<file path="src/rtl/pipe_rx_data.sv">
// Receive-side PIPE data stage: per-generation width select, registered data/K/sync header,
// and 128b/130b block tracking. Define PIPE_RX_ERR_CNT_EN to add the saturating error counter.
module pipe_rx_data #(
  parameter int unsigned PIPE_WIDTH_GEN1 = 8,
  parameter int unsigned PIPE_WIDTH_GEN2 = 8,
  parameter int unsigned PIPE_WIDTH_GEN3 = 16,
  parameter int unsigned PIPE_WIDTH_GEN4 = 32,
  parameter int unsigned PIPE_WIDTH_GEN5 = 32
) (
  input  logic        pclk,
  input  logic        reset_n,
  input  logic [2:0]  generation,
  input  logic [31:0] RxData,
  input  logic [3:0]  RxDataK,
  input  logic        RxDataValid,
  input  logic        RxStartBlock,
  input  logic [1:0]  RxSyncHeader,
  input  logic        RxValid,
  output logic [31:0] rxDataOut,
  output logic [3:0]  rxDataK,
  output logic        rxDataValid,
  output logic [1:0]  rxSyncHeader,
  output logic        rxBlockStart,
  output logic        rxBlockEnd,
  output logic        rxSyncHdrErr,
  output logic        rxAlignErr,
  output logic        rxLocked
`ifdef PIPE_RX_ERR_CNT_EN
  ,
  input  logic        rxErrCountClr,
  output logic [7:0]  rxErrCount
`endif
);

  localparam int unsigned DW = 32;
  localparam int unsigned KW = 4;
  localparam int unsigned CW = 4;
  localparam int unsigned WW = 6;

  localparam logic [CW-1:0] LAST_GEN3 = CW'(128 / PIPE_WIDTH_GEN3 - 1);
  localparam logic [CW-1:0] LAST_GEN4 = CW'(128 / PIPE_WIDTH_GEN4 - 1);
  localparam logic [CW-1:0] LAST_GEN5 = CW'(128 / PIPE_WIDTH_GEN5 - 1);

  typedef enum logic {UNLOCKED = 1'b0, LOCKED = 1'b1} state_e;

  state_e          state_q, state_d, state_eff;
  logic [CW-1:0]   beat_cnt_q, beat_cnt_d, cnt_eff, last_cnt;
  logic [2:0]      gen_q, gen_d;
  logic [DW-1:0]   data_q, data_d, data_mask;
  logic [KW-1:0]   k_q, k_d, k_mask;
  logic            valid_q, valid_d;
  logic [1:0]      hdr_q, hdr_d;
  logic            bstart_q, bstart_d;
  logic            bend_q, bend_d;
  logic            hdr_err_q, hdr_err_d;
  logic            align_err_q, align_err_d;
  logic [WW-1:0]   w_sel;
  logic            gen_ok, gen_legacy, gen_chg, hdr_bad;

  // Per-generation width and last-beat index of a 128-bit block
  always_comb begin
    w_sel    = WW'(DW);
    last_cnt = '0;
    case (generation)
      3'd1: w_sel = WW'(PIPE_WIDTH_GEN1);
      3'd2: w_sel = WW'(PIPE_WIDTH_GEN2);
      3'd3: begin w_sel = WW'(PIPE_WIDTH_GEN3); last_cnt = LAST_GEN3; end
      3'd4: begin w_sel = WW'(PIPE_WIDTH_GEN4); last_cnt = LAST_GEN4; end
      3'd5: begin w_sel = WW'(PIPE_WIDTH_GEN5); last_cnt = LAST_GEN5; end
      default: ;
    endcase
  end

  assign data_mask  = {DW{1'b1}} >> (WW'(DW) - w_sel);
  assign k_mask     = {KW{1'b1}} >> (3'd4 - w_sel[5:3]);
  assign gen_ok     = (generation >= 3'd1) && (generation <= 3'd5);
  assign gen_legacy = (generation == 3'd1) || (generation == 3'd2);
  assign gen_chg    = (generation != gen_q);
  assign hdr_bad    = (RxSyncHeader == 2'b00) || (RxSyncHeader == 2'b11);
  // A generation change restarts block tracking on the same cycle
  assign state_eff  = gen_chg ? UNLOCKED : state_q;
  assign cnt_eff    = gen_chg ? '0 : beat_cnt_q;

  // Next-state and next-output logic
  always_comb begin
    state_d     = state_q;
    beat_cnt_d  = beat_cnt_q;
    gen_d       = generation;
    data_d      = data_q;
    k_d         = k_q;
    valid_d     = 1'b0;
    hdr_d       = hdr_q;
    bstart_d    = 1'b0;
    bend_d      = 1'b0;
    hdr_err_d   = 1'b0;
    align_err_d = 1'b0;

    if (!gen_ok) begin
      state_d    = UNLOCKED;
      beat_cnt_d = '0;
      data_d     = '0;
      k_d        = '0;
      hdr_d      = 2'b00;
    end else if (gen_legacy) begin
      state_d    = UNLOCKED;
      beat_cnt_d = '0;
      hdr_d      = 2'b00;
      if (RxValid) begin
        data_d  = RxData & data_mask;
        k_d     = RxDataK & k_mask;
        valid_d = 1'b1;
      end
    end else if (!RxValid) begin
      // Lock loss drops tracking silently
      state_d    = UNLOCKED;
      beat_cnt_d = '0;
    end else begin
      state_d    = state_eff;
      beat_cnt_d = cnt_eff;
      if (RxDataValid) begin
        data_d  = RxData & data_mask;
        k_d     = '0;
        valid_d = 1'b1;
        if (RxStartBlock) begin
          // Any start beat (re)opens a block; unexpected mid-block starts are flagged
          state_d     = LOCKED;
          beat_cnt_d  = CW'(1);
          hdr_d       = RxSyncHeader;
          bstart_d    = 1'b1;
          hdr_err_d   = hdr_bad;
          align_err_d = (state_eff == LOCKED) && (cnt_eff != '0);
        end else if (state_eff == LOCKED) begin
          if (cnt_eff == '0) begin
            align_err_d = 1'b1;
            state_d     = UNLOCKED;
            beat_cnt_d  = '0;
          end else if (cnt_eff == last_cnt) begin
            bend_d     = 1'b1;
            beat_cnt_d = '0;
          end else begin
            beat_cnt_d = cnt_eff + CW'(1);
          end
        end
      end
    end
  end

  always_ff @(posedge pclk or negedge reset_n) begin
    if (!reset_n) begin
      state_q     <= UNLOCKED;
      beat_cnt_q  <= '0;
      gen_q       <= '0;
      data_q      <= '0;
      k_q         <= '0;
      valid_q     <= 1'b0;
      hdr_q       <= 2'b00;
      bstart_q    <= 1'b0;
      bend_q      <= 1'b0;
      hdr_err_q   <= 1'b0;
      align_err_q <= 1'b0;
    end else begin
      state_q     <= state_d;
      beat_cnt_q  <= beat_cnt_d;
      gen_q       <= gen_d;
      data_q      <= data_d;
      k_q         <= k_d;
      valid_q     <= valid_d;
      hdr_q       <= hdr_d;
      bstart_q    <= bstart_d;
      bend_q      <= bend_d;
      hdr_err_q   <= hdr_err_d;
      align_err_q <= align_err_d;
    end
  end

  assign rxDataOut    = data_q;
  assign rxDataK      = k_q;
  assign rxDataValid  = valid_q;
  assign rxSyncHeader = hdr_q;
  assign rxBlockStart = bstart_q;
  assign rxBlockEnd   = bend_q;
  assign rxSyncHdrErr = hdr_err_q;
  assign rxAlignErr   = align_err_q;
  assign rxLocked     = (state_q == LOCKED);

`ifdef PIPE_RX_ERR_CNT_EN
  logic [7:0] err_cnt_q, err_cnt_d;
  logic [8:0] err_sum;

  // Saturating count of error pulses; clear wins over increment
  always_comb begin
    err_sum   = 9'(err_cnt_q) + 9'(hdr_err_d) + 9'(align_err_d);
    err_cnt_d = (err_sum > 9'd255) ? 8'hFF : err_sum[7:0];
    if (rxErrCountClr) err_cnt_d = 8'h00;
  end

  always_ff @(posedge pclk or negedge reset_n) begin
    if (!reset_n) err_cnt_q <= 8'h00;
    else          err_cnt_q <= err_cnt_d;
  end

  assign rxErrCount = err_cnt_q;
`endif

endmodule

</file>
<file path="config.mk">
export PLATFORM = sky130hd
export DESIGN_NAME = pipe_rx_data
export DESIGN_NICKNAME = d
export VERILOG_FILES = /design/src/rtl/pipe_rx_data.sv
export SDC_FILE = /design/constraint.sdc
export NUM_CORES = 1
export LEC_CHECK = 0
export ABC_AREA = 1
export CORE_UTILIZATION = 47
export DETAILED_ROUTE_END_ITERATION = 16
export GPL_ROUTABILITY_DRIVEN = 0
export PLACE_DENSITY = 0.85
export SLEW_MARGIN = 20
export SYNTH_ARGS = -nofsm -noshare
export SYNTH_HDL_FRONTEND = slang
export SYNTH_SLANG_ARGS = --single-unit
</file>
<file path="constraint.sdc">
create_clock -name pclk -period 2.58 [get_ports pclk]
set_clock_uncertainty 0.1 [all_clocks]
set_input_delay 0.645 -clock pclk [delete_from_list [all_inputs] [get_ports pclk]]
set_output_delay 0.645 -clock pclk [all_outputs]
set_load 0.05 [all_outputs]
</file>
* Word level (Yosys, flattened, before mapping)
Index checks and enable logic that the tools add are counted.
** Storage, ports and cells
- Input bits :: 46
- Output and inout port bits :: 44
- Register bits after elaboration :: 51
- Word-level logic and storage cells :: 107
** Cells by class
- Shifts and indexed selects :: 2
- Bitwise operators :: 2
- Mux-type cells :: 64
- Order comparisons :: 2
- Eq/ne operators :: 12
- Add/subtract/negate cells :: 3
- Reductions and logical operators :: 11
** Operator list (count)
- $mux W32 :: 5
- $mux W4 :: 14
- $mux W1 :: 38
- $and A32 B32 Y32 :: 1
- $shr A32 B6 Y32 const A :: 1
- $pmux W6 S2 :: 1
- $mux W2 :: 5
- $ne A3 B2 Y1 const B :: 3
- $eq A3 B2 Y1 const B :: 2
- $eq A3 B3 Y1 const B :: 2
- $pmux W3 S2 :: 1
- $sub A6 B6 Y6 const A :: 1
- $add A4 B1 Y4 const B :: 1
- $and A4 B4 Y4 :: 1
- $eq A4 B4 Y1 :: 1
- $logic_not A4 Y1 :: 1
- $reduce_bool A4 Y1 :: 1
- $reduce_or A2 Y1 :: 2
- $shr A4 B3 Y4 const A :: 1
- $eq A3 B1 Y1 const B :: 1
- $ge A3 B1 Y1 const B :: 1
- $le A3 B3 Y1 const B :: 1
- $ne A3 B3 Y1 :: 1
- $reduce_and A3 Y1 :: 1
- 7 further kinds :: 9

* Longest topological paths before layout
Gate-level depths: netlist of run 1.
- Word-level depth :: 12
- Gate-level depth with buffers :: 12
- Depth with buffers taken out :: 12

* Least setup slack after synthesis of run 1
Ideal clock, no wire load.
- Path kind :: input port to flip-flop
- Start :: in generation[0]
- End :: reg k_q[2] (netlist: rxDataK[2])
- Path buffers :: 0
- Stages on the path :: 7
- Required time :: 2.397 ns
- Setup slack :: 0.686 ns
- Data arrival time :: 1.711 ns
- Library setup time :: 0.083 ns
- Path through :: nand2_1 > nor2_1 > inv_1 > ha_1 > nor2_2 > nand3_1 > o21ai_0
** Between the ends
- Longest elaborated chain between the ends :: 9
- Elaborated cells between the ends (all ways) :: 18
- Classes of those cells :: add/sub (1); order compare (2); eq/ne (5); shift (1); mux (4); bitwise (1); reduce/logical (4)
** RTL lines
- start: declaration :: line 12 : input logic [2:0] generation,
- $eq A3 B1 Y1 / $eq A3 B2 Y1 (equally long branches) :: line 64, 77
- $reduce_or A2 Y1 (no source line)
- $pmux W6 S2 :: line 64 : case (generation)
- $sub A3 B3 Y3 :: line 75 : assign k_mask = {KW{1'b1}} >> (3'd4 - w_sel[5:3]);
- $shr A4 B3 Y4 :: line 75
- $and A4 B4 Y4 :: line 110 : k_d = RxDataK & k_mask;
- $mux W4 :: line 108 : if (RxValid) begin
- $mux W4 :: line 104 : end else if (gen_legacy) begin
- $mux W4 :: line 98 : if (!gen_ok) begin
- end signal: assignment :: line 166 : k_q <= k_d;
- end: declaration :: line 50 : logic [KW-1:0] k_q, k_d, k_mask;
Several ways; a longest one is shown, not always the timed one. The select of a mux whose other input is x is not followed.
A chain may end at the register's enable or synchronous reset.

* Worst setup path after layout of run 1
- Start :: in generation[1]
- End :: reg k_q[2] (netlist: rxDataK[2])
The elaborated chain is that of the path after synthesis.

==> results.toml, run 1 <==
[global_route]
grt_pass1_wl_um = 9270
grt_usage_pct = 23.1
grt-ovfl-total = 0
busiest_layer = "met2"
grt_start_max_net_pins = 73
antenna_found_initial = 0
grt_pass1_vias = 2066
use_met2_pct = 39.9
grt_util_met1_pct = 27.7
met3_usage_pct = 5.11

[yosys]
synth_seq_cells = 51
synthesis.area_um2 = 2350
netlist-cell-type-count = 21
synthesis.nets = 332
yosys_warnings = 0
synth_simple_gate_area_share_pct = 25.3
avgSynthCellArea_um2 = 8.32
synth_compound_area_share_pct = 11.5
yosys.area_share.adder_pct = 2.13
synth_top_family_by_area = "simple AND/OR/NAND/NOR gates"
synth_area_leaders = "dfrtp_1 54%, nand2_1 16%, o21ai_0 8.5%, inv_1 3.7%, nand3_1 3.4%"
synthCells = 282
yosysSeqAreaShare_pct = 54.4
synth_top_cell_area_share_pct = 54.4
synthMuxAreaShare_pct = 0
synth_area_leader_cell = "dfrtp_1"
synth_xor_area_share_pct = 1.12

[timing]
drv_slew = 0
period_share_pct = 89.7
relSlewSlack_pct = 63.9
min_period_ns = 2.31
worst_slack_ns = 0.265
finalHoldViolCount = 0
hold_slack_ns = 0.159
worst_slew_pin_slew_ns = 0.540
rsz0062_at_grt = "no"
max_freq_mhz = 432
setup_viol = 0

[placed_design]
hpwl_um = 4240
place_area_um2 = 3380
io_buffers = 89
dp_slack_ns = -0.0443

[power]
pwr_density_cell_nw_per_um2 = 574
p_int_uw = 1310
p_seq_share_pct = 44.9
ir_drop_mv = 0.285
clockPowerShare_pct = 24.4
power_frac_comb_pct = 30.7
cellLeakagePower_uw = 0.00158
netSwitchingPower_uw = 690
swShare_pct = 34.6

[floorplan]
die_w_um = 72.7
die_h_um = 72.7
core-area_um2 = 4750
die-area_um2 = 5280
rows = 25
ioPinCount = 90
start_util_pct = 49.3

[clocking]
postCtsHoldBufs = 0
cts_buffer_depth = 2
cts-resized-gates = 0
cts_tree = "yes"
htreeDepth = 2
cts_inserted_buffers = 5
cts_setup_buffers = 0
clkSinkCount = 51
clk_pin_slew_ns = 0.09
root_buffer = "clkbuf_8"
insertion_delay_ns = 0.30

[detailed_routing]
via_per_inst = 4.92
drt-pass1-iter-count = 4
drc = 0
wire_per_inst_um = 12.6
drt-initial-drc-count = 165
vias = 2203
totalWireLength_um = 5620
drtAntennaViolNets = 0

[worst_setup_path]
path_max_fanout = 9
critPathKind = "input pin to flip-flop"
cp_data_arrival_time_ns = 2.44
critPathRequiredTime_ns = 2.71
cp-startpoint = "generation[1]"
crit_path_end_kind = "flip-flop"
r2r_start = "gen_q[1]$_DFF_PN0_"
worstSetupStartpointType = "input pin"

[cells_and_area]
fin_nets = 430
drive_above_1_share_pct = 7.61
syn2layout_area_growth_pct = 48.2
final_core_util_pct = 73.1
final.fill_count = 353
antenna_cells = 0
final_area_um2 = 3480

[run]
max_cap_violations = 0

[min_path]
min_path_type = "input pin to asynchronous set/reset pin"

[run_status]
status = "finished, final reports clean"
## stage by stage
step	instances	setup TNS (ns)	power, uW
floorplan	282	0	1260
finish	448	0	2000
CTS	448	0	2010
detailed placement	440	-0.0909	1530
global placement	440	0	1520
global route	448	0	2090
## cell usage after synthesis
master    number
xor2_1         2
nand4_1        1
o21ai_0       40
inv_2          1
o21ai_1        2
nor2_2         5
inv_1         23
a21oi_1        8
ha_1           4
nand3_1       16
dfrtp_1       51
o22ai_4        1
clkbuf_1       1
nand2_1      103
nor3_1         2
nor2_1         9
buf_2          7
nor2_4         1
nand3_2        2
nor3b_1        2
xnor2_1        1
## power groups by stage
| stage | clock network (uW) | logic, uW | registers, uW |
|---|---|---|---|
| 4_1_cts | 494 | 617 | 896 |
| 3_5_place_dp | 0 | 615 | 912 |
| 6_report | 487 | 613 | 896 |
| 2_1_floorplan | 0 | 132 | 1130 |
| 3_3_place_gp | 0 | 608 | 909 |
| 5_1_grt | 533 | 658 | 903 |
## worst paths after layout
| path | endpoint | slack [ns] | cells after the start |
|---|---|---|---|
| worst max-delay path | rxDataK[2]$_DFFE_PN0P_ | 0.27 | 9 |
| worst min-delay path | rxDataOut[13]$_DFFE_PN0P_ | 0.16 | 1 |
| worst max register to register | beat_cnt_q[2]$_DFF_PN0_ | 0.83 | 12 |
| worst min register to register | rxDataK[0]$_DFFE_PN0P_ | 0.39 | 2 |
| max in group asynchronous | rxLocked$_DFF_PN0_ | 1.70 | 2 |
| min in group pclk | rxDataK[0]$_DFFE_PN0P_ | 0.39 | 2 |
## cell type report
class | count | area [um2] | share of cell area, %
Clock buffer | 6 | 82.6 | 2.38
Clock inverter | 2 | 16.3 | 0.468
Inverter | 24 | 90.1 | 2.59
Multi-Input combinational cell | 199 | 941 | 27.1
Sequential cell | 51 | 1280 | 36.7
Tap cell | 67 | 83.8 | 2.41
Timing Repair Buffer | 99 | 986 | 28.4
## registers in the layout, summed over array words and instances (netlist names)
| name | flops |
|---|---|
| rxDataK | 4 |
| rxAlignErr | 1 |
| rxBlockStart | 1 |
| rxBlockEnd | 1 |
| beat_cnt_q | 4 |
| rxSyncHeader | 2 |
| rxLocked | 1 |
| gen_q | 3 |
| rxDataOut | 32 |
| rxSyncHdrErr | 1 |
| rxDataValid | 1 |
## layout by cell type (no fill, tap or decap), drive strengths merged
cell type,synthesis,final
ha,4,4
nor3b,2,2
clkdlybuf4s50,0,88
clkbuf,1,6
inv,24,24
o22ai,1,1
clkinv,0,1
nand3,18,18
xor2,2,2
a21oi,8,8
xnor2,1,1
nor2,15,15
clkinvlp,0,1
o21ai,42,42
buf,7,11
nor3,2,2
nand2,103,103
nand4,1,1
dfrtp,51,51
## worst max-delay path: stages
cell and delay, ns:
clkdlybuf4s50_1 0.56, inv_1 0.10, a21oi_1 0.21, nand2_1 0.11, ha_1 0.29, nor2_2 0.10, buf_4 0.17, nand3_1 0.08
o21ai_0 0.16
## metal layers
metal	part of all wire [%]	wire [um]
met4	2.5	143
met1	41	2330
met5	0	0
met3	6.8	382
met2	49	2770
## kinds of logic (layout without fill, tap and decap cells)
kind of cell,after synthesis,count (layout)
buffers and inverters,32,131
XOR/XNOR,3,3
AO/OA/AOI/OAI,51,51
AND/OR/NAND/NOR,141,141
adder cells (fa/ha/maj),4,4
flip-flops,51,51
(Power assumes the default switching activity.)
==> run 2: changes to the inputs <==
GPL_TIMING_DRIVEN = 0   (was not set)
REMOVE_ABC_BUFFERS = 1   (was not set)
==> results.toml, run 2 (synthesized netlist as in run 1, its figures left out) <==
[power]
ir_drop_mv = 0.329
netSwitchingPower_uw = 664
pwr_density_cell_nw_per_um2 = 590
cellLeakagePower_uw = 0.00156
power_frac_comb_pct = 30.0
power.total_uw = 2030
clockPowerShare_pct = 26.0
p_int_uw = 1360
swShare_pct = 32.7
p_seq_share_pct = 44.1

[floorplan]
core-area_um2 = 4750
ioPinCount = 90
start_util_pct = 49.3
die_w_um = 72.7
rows = 25
die_h_um = 72.7
die-area_um2 = 5280

[detailed_routing]
drt-initial-drc-count = 159
drc = 0
drtAntennaViolNets = 0
vias = 2178
via_per_inst = 4.96
totalWireLength_um = 5580
drt-pass1-iter-count = 5
wire_per_inst_um = 12.7

[clocking]
clk_pin_slew_ns = 0.08
cts_inserted_buffers = 5
root_buffer = "clkbuf_8"
cts_tree = "yes"
cts_buffer_depth = 2
htreeDepth = 2
cts_setup_buffers = 0
insertion_delay_ns = 0.30
clkSinkCount = 51

[cells_and_area]
final_core_util_pct = 72.3
largest_reg_flops = 32
final_area_um2 = 3440
syn2layout_area_growth_pct = 46.5
final.fill_count = 374
fin_nets = 422
final_cell_mix = "103 x nand2_1, 87 x clkdlybuf4s50_1, 51 x dfrtp_1"
antenna_cells = 0
final_cells = 439
final_common_cell = "nand2_1"
drive_above_1_share_pct = 5.11

[worst_setup_path]
r2r_start = "gen_q[1]$_DFF_PN0_"
rr_worst_depth = 12
path_max_fanout = 38
cp-startpoint = "generation[2]"
r2r_slack_ns = 0.65
r2r-end = "beat_cnt_q[2]$_DFF_PN0_"
worstSetupStartpointType = "input pin"
cp-endpoint = "rxDataK[2]$_DFFE_PN0P_"
crit_path_end_kind = "flip-flop"
critPathKind = "input pin to flip-flop"
critPathRequiredTime_ns = 2.66
cp_data_arrival_time_ns = 2.47

[timing]
setup_viol = 0
worst_slew_pin_slew_ns = 0.643
period_share_pct = 92.7
relSlewSlack_pct = 57.1
finalHoldViolCount = 0
max_freq_mhz = 418
min_period_ns = 2.39
drv_slew = 0
tns_ns = 0

[run]
max_cap_violations = 0

[placed_design]
dp_cells = 432
hpwl_um = 4110
place_area_um2 = 3320
io_buffers = 89

[global_route]
grt_pass1_wl_um = 8870
grt_usage_pct = 21.9
grt_start_max_net_pins = 52
grt-ovfl-total = 0
antenna_found_initial = 0
grt_pass1_vias = 1984

[min_path]
min_path_type = "input pin to asynchronous set/reset pin"

[run_status]
status = "finished, final reports clean"
## run 2: changes by cell type in the layout (fill, tap and decap cells not counted), sizes merged
| cell | change |
|---|---|
| dlymetal6s2s | +1 |
| bufinv | +1 |
| clkinv | -1 |
| buf | -8 |
| clkinvlp | -1 |
| clkdlybuf4s50 | -1 |
## run 2: power groups by stage
stage / registers (uW) / clock network [uW] / logic, uW
2_1_floorplan: 1130 / 0 / 122
3_3_place_gp: 907 / 0 / 585
3_5_place_dp: 910 / 0 / 607
4_1_cts: 894 / 544 / 610
5_1_grt: 901 / 576 / 650
6_report: 894 / 527 / 608
## run 2: cell type report
cell class	count	area, um2	share of cell area, %
Clock buffer	6	72.6	2.11
Inverter	24	90.1	2.62
Clock inverter	1	30.0	0.874
Sequential cell	51	1280	37.1
Tap cell	67	83.8	2.44
Timing Repair Buffer	91	933	27.2
Multi-Input combinational cell	199	951	27.7
## run 2: timing repair
action | 4_1_cts | 5_1_grt
resized for setup | 0 | 3
hold buffers | 0 | 0
endpoints found under the setup margin | 0 | 9
## run 2: worst min-delay path by stage
stage                                    from                         to  cells after the start
finish                                reset_n   rxDataOut[0]$_DFFE_PN0P_                      1
global route                          reset_n       rxAlignErr$_DFF_PN0_                      1
CTS                                   reset_n      rxDataValid$_DFF_PN0_                      1
detailed placement  rxDataOut[28]$_DFFE_PN0P_  rxDataOut[28]$_DFFE_PN0P_                      2
global placement       rxDataK[0]$_DFFE_PN0P_     rxDataK[0]$_DFFE_PN0P_                      2
floorplan                             reset_n    beat_cnt_q[0]$_DFF_PN0_                      0
## run 2: critical path, cell delays in order
cell             delay (ns)
clkdlybuf4s50_1        0.61
inv_1                  0.09
nor2_1                 0.20
nor2_2                 0.13
o22ai_4                0.43
buf_16                 0.24
o21ai_0                0.11
## run 2: metal layers
metal | GRT usage (%) | wire [um] | vias up
li1 | - | - | 1079
met1 | 27.6 | 2360 | 1002
met2 | 35.8 | 2670 | 83
met3 | 6.22 | 446 | 14
met4 | 8.71 | 102 | 0
met5 | 0 | 0 | -
## run 2: metrics by stage
step	hold slack, ns	worst slack [ns]
6_report	0.257	0.189
5_1_grt	0.310	-0.00360
4_1_cts	0.289	0.125
3_5_place_dp	0.372	-0.167
3_3_place_gp	0.365	-0.700
2_1_floorplan	0.249	0.344
==> run 3: changes to the inputs <==
--- a/config.mk
+++ b/config.mk
@@ -7,9 +7,9 @@
 export LEC_CHECK = 0
 export ABC_AREA = 1
-export CORE_UTILIZATION = 47
+export CORE_UTILIZATION = 35
 export DETAILED_ROUTE_END_ITERATION = 16
 export GPL_ROUTABILITY_DRIVEN = 0
 export GPL_TIMING_DRIVEN = 0
-export PLACE_DENSITY = 0.85
+export PLACE_DENSITY = 0.66
 export REMOVE_ABC_BUFFERS = 1
 export SLEW_MARGIN = 20
==> constraint.sdc (replaced) <==
create_clock -name pclk -period 2.58 [get_ports pclk]
set_clock_uncertainty 0.1 [all_clocks]
set_input_delay 0.387 -clock pclk [delete_from_list [all_inputs] [get_ports pclk]]
set_output_delay 0.387 -clock pclk [all_outputs]
set_load 0.05 [all_outputs]
==> results.toml, run 3 (synthesized netlist as in run 1, its figures left out) <==
[detailed_routing]
via_per_inst = 4.78
vias = 2150
drt-initial-drc-count = 78
drtAntennaViolNets = 0
totalWireLength_um = 5390
drc = 20
drt-pass1-iter-count = 10
wire_per_inst_um = 12.0

[floorplan]
rows = 29
ioPinCount = 90
start_util_pct = 36.5
die_w_um = 83.9
core-area_um2 = 6420
die-area_um2 = 7030
die_h_um = 83.9

[cells_and_area]
final_common_cell = "nand2_1"
largest_reg_flops = 32
syn2layout_area_growth_pct = 46.3
final_core_util_pct = 53.4
drive_above_1_share_pct = 5.36
final_area_um2 = 3430
fin_nets = 422
antenna_cells = 0
final_cell_mix = "103 x nand2_1, 88 x clkdlybuf4s50_1, 51 x dfrtp_1"

[timing]
worst_slew_pin_slew_ns = 0.643
rsz0062_at_grt = "no"
period_share_pct = 83.4
relSlewSlack_pct = 57.1
finalHoldViolCount = 0
drv_slew = 0
setup_viol = 0
min_period_ns = 2.15
max_freq_mhz = 465

[clocking]
htreeDepth = 2
cts_inserted_buffers = 5
root_buffer = "clkbuf_8"
clk_pin_slew_ns = 0.09
cts_setup_buffers = 0
cts_tree = "yes"
postCtsHoldBufs = 0
cts-resized-gates = 0
insertion_delay_ns = 0.30
clkSinkCount = 51
cts_buffer_depth = 2

[power]
cellLeakagePower_uw = 0.00154
ir_drop_mv = 0.199
pwr_density_cell_nw_per_um2 = 567
power.total_uw = 1950

[global_route]
grt_usage_pct = 16.6
grt_pass1_wl_um = 9450
grt-ovfl-total = 0
grt_pass1_vias = 2098
grt_start_max_net_pins = 52
antenna_found_initial = 0

[worst_setup_path]
critPathKind = "input pin to flip-flop"
path_max_fanout = 6
worstSetupStartpointType = "input pin"
critPathRequiredTime_ns = 2.70
cp_data_arrival_time_ns = 2.27
crit_path_end_kind = "flip-flop"

[placed_design]
hpwl_um = 3950
io_buffers = 89
place_area_um2 = 3350

[run]
max_cap_violations = 0

[min_path]
min_path_type = "input pin to asynchronous set/reset pin"

[run_status]
violations = "DRC"
status = "finished, violations left"
-- run 3: metrics by stage --
step                TNS, ns  instances  worst slack [ns]  hold slack (ns)
finish                    0        450             0.429           0.0126
global route              0        450             0.182           0.0551
CTS                       0        450             0.451           0.0265
detailed placement        0        442             0.123            0.363
global placement     -43.09        440            -0.580            0.365
floorplan                 0        274             0.602         -0.00859
-- run 3: cell type report --
| cell class | instances | area (um2) |
|---|---|---|
| Fill cell | 610 | 2990 |
| Sequential cell | 51 | 1280 |
| Timing Repair Buffer | 91 | 943 |
| Multi-Input combinational cell | 199 | 941 |
| Tap cell | 77 | 96.3 |
| Inverter | 24 | 90.1 |
| Clock buffer | 6 | 72.6 |
| Clock inverter | 2 | 12.5 |
-- run 3: critical path, stage by stage --
cell             delay (ns)
clkdlybuf4s50_1        0.49
inv_1                  0.14
nand2_1                0.06
nand2_1                0.06
nand2_1                0.08
nor2_2                 0.20
nand2_1                0.14
ha_1                   0.21
nand3_2                0.11
nand2_1                0.06
inv_1                  0.10
nand3_1                0.09
a21oi_1                0.15
-- run 3: path summary, 6_finish.rpt --
path	startpoint	end	slack (ns)	cells after the start
worst max-delay path	generation[1]	beat_cnt_q[2]$_DFF_PN0_	0.43	13
worst min register to register	rxDataOut[7]$_DFFE_PN0P_	rxDataOut[7]$_DFFE_PN0P_	0.39	2
min in group pclk	rxDataOut[7]$_DFFE_PN0P_	rxDataOut[7]$_DFFE_PN0P_	0.39	2
worst max register to register	gen_q[1]$_DFF_PN0_	beat_cnt_q[2]$_DFF_PN0_	0.69	12
worst min-delay path	reset_n	rxSyncHdrErr$_DFF_PN0_	0.01	1
max in group asynchronous	reset_n	rxDataOut[29]$_DFFE_PN0P_	1.94	1
-- run 3: per-layer routing --
layer,part of all wire [%],track usage [%],up-vias
li1,-,-,1084
met1,45,21.6,988
met2,48,27.6,68
met3,4.9,3.07,10
met4,1.7,5.80,0
met5,0,0,-
-- run 3: where the power goes --
part           total [uW]  switching (uW)  internal (uW)
logic                 607             385            222
clock network         444             254            190
registers             894            32.3            862
total                1950             672           1270
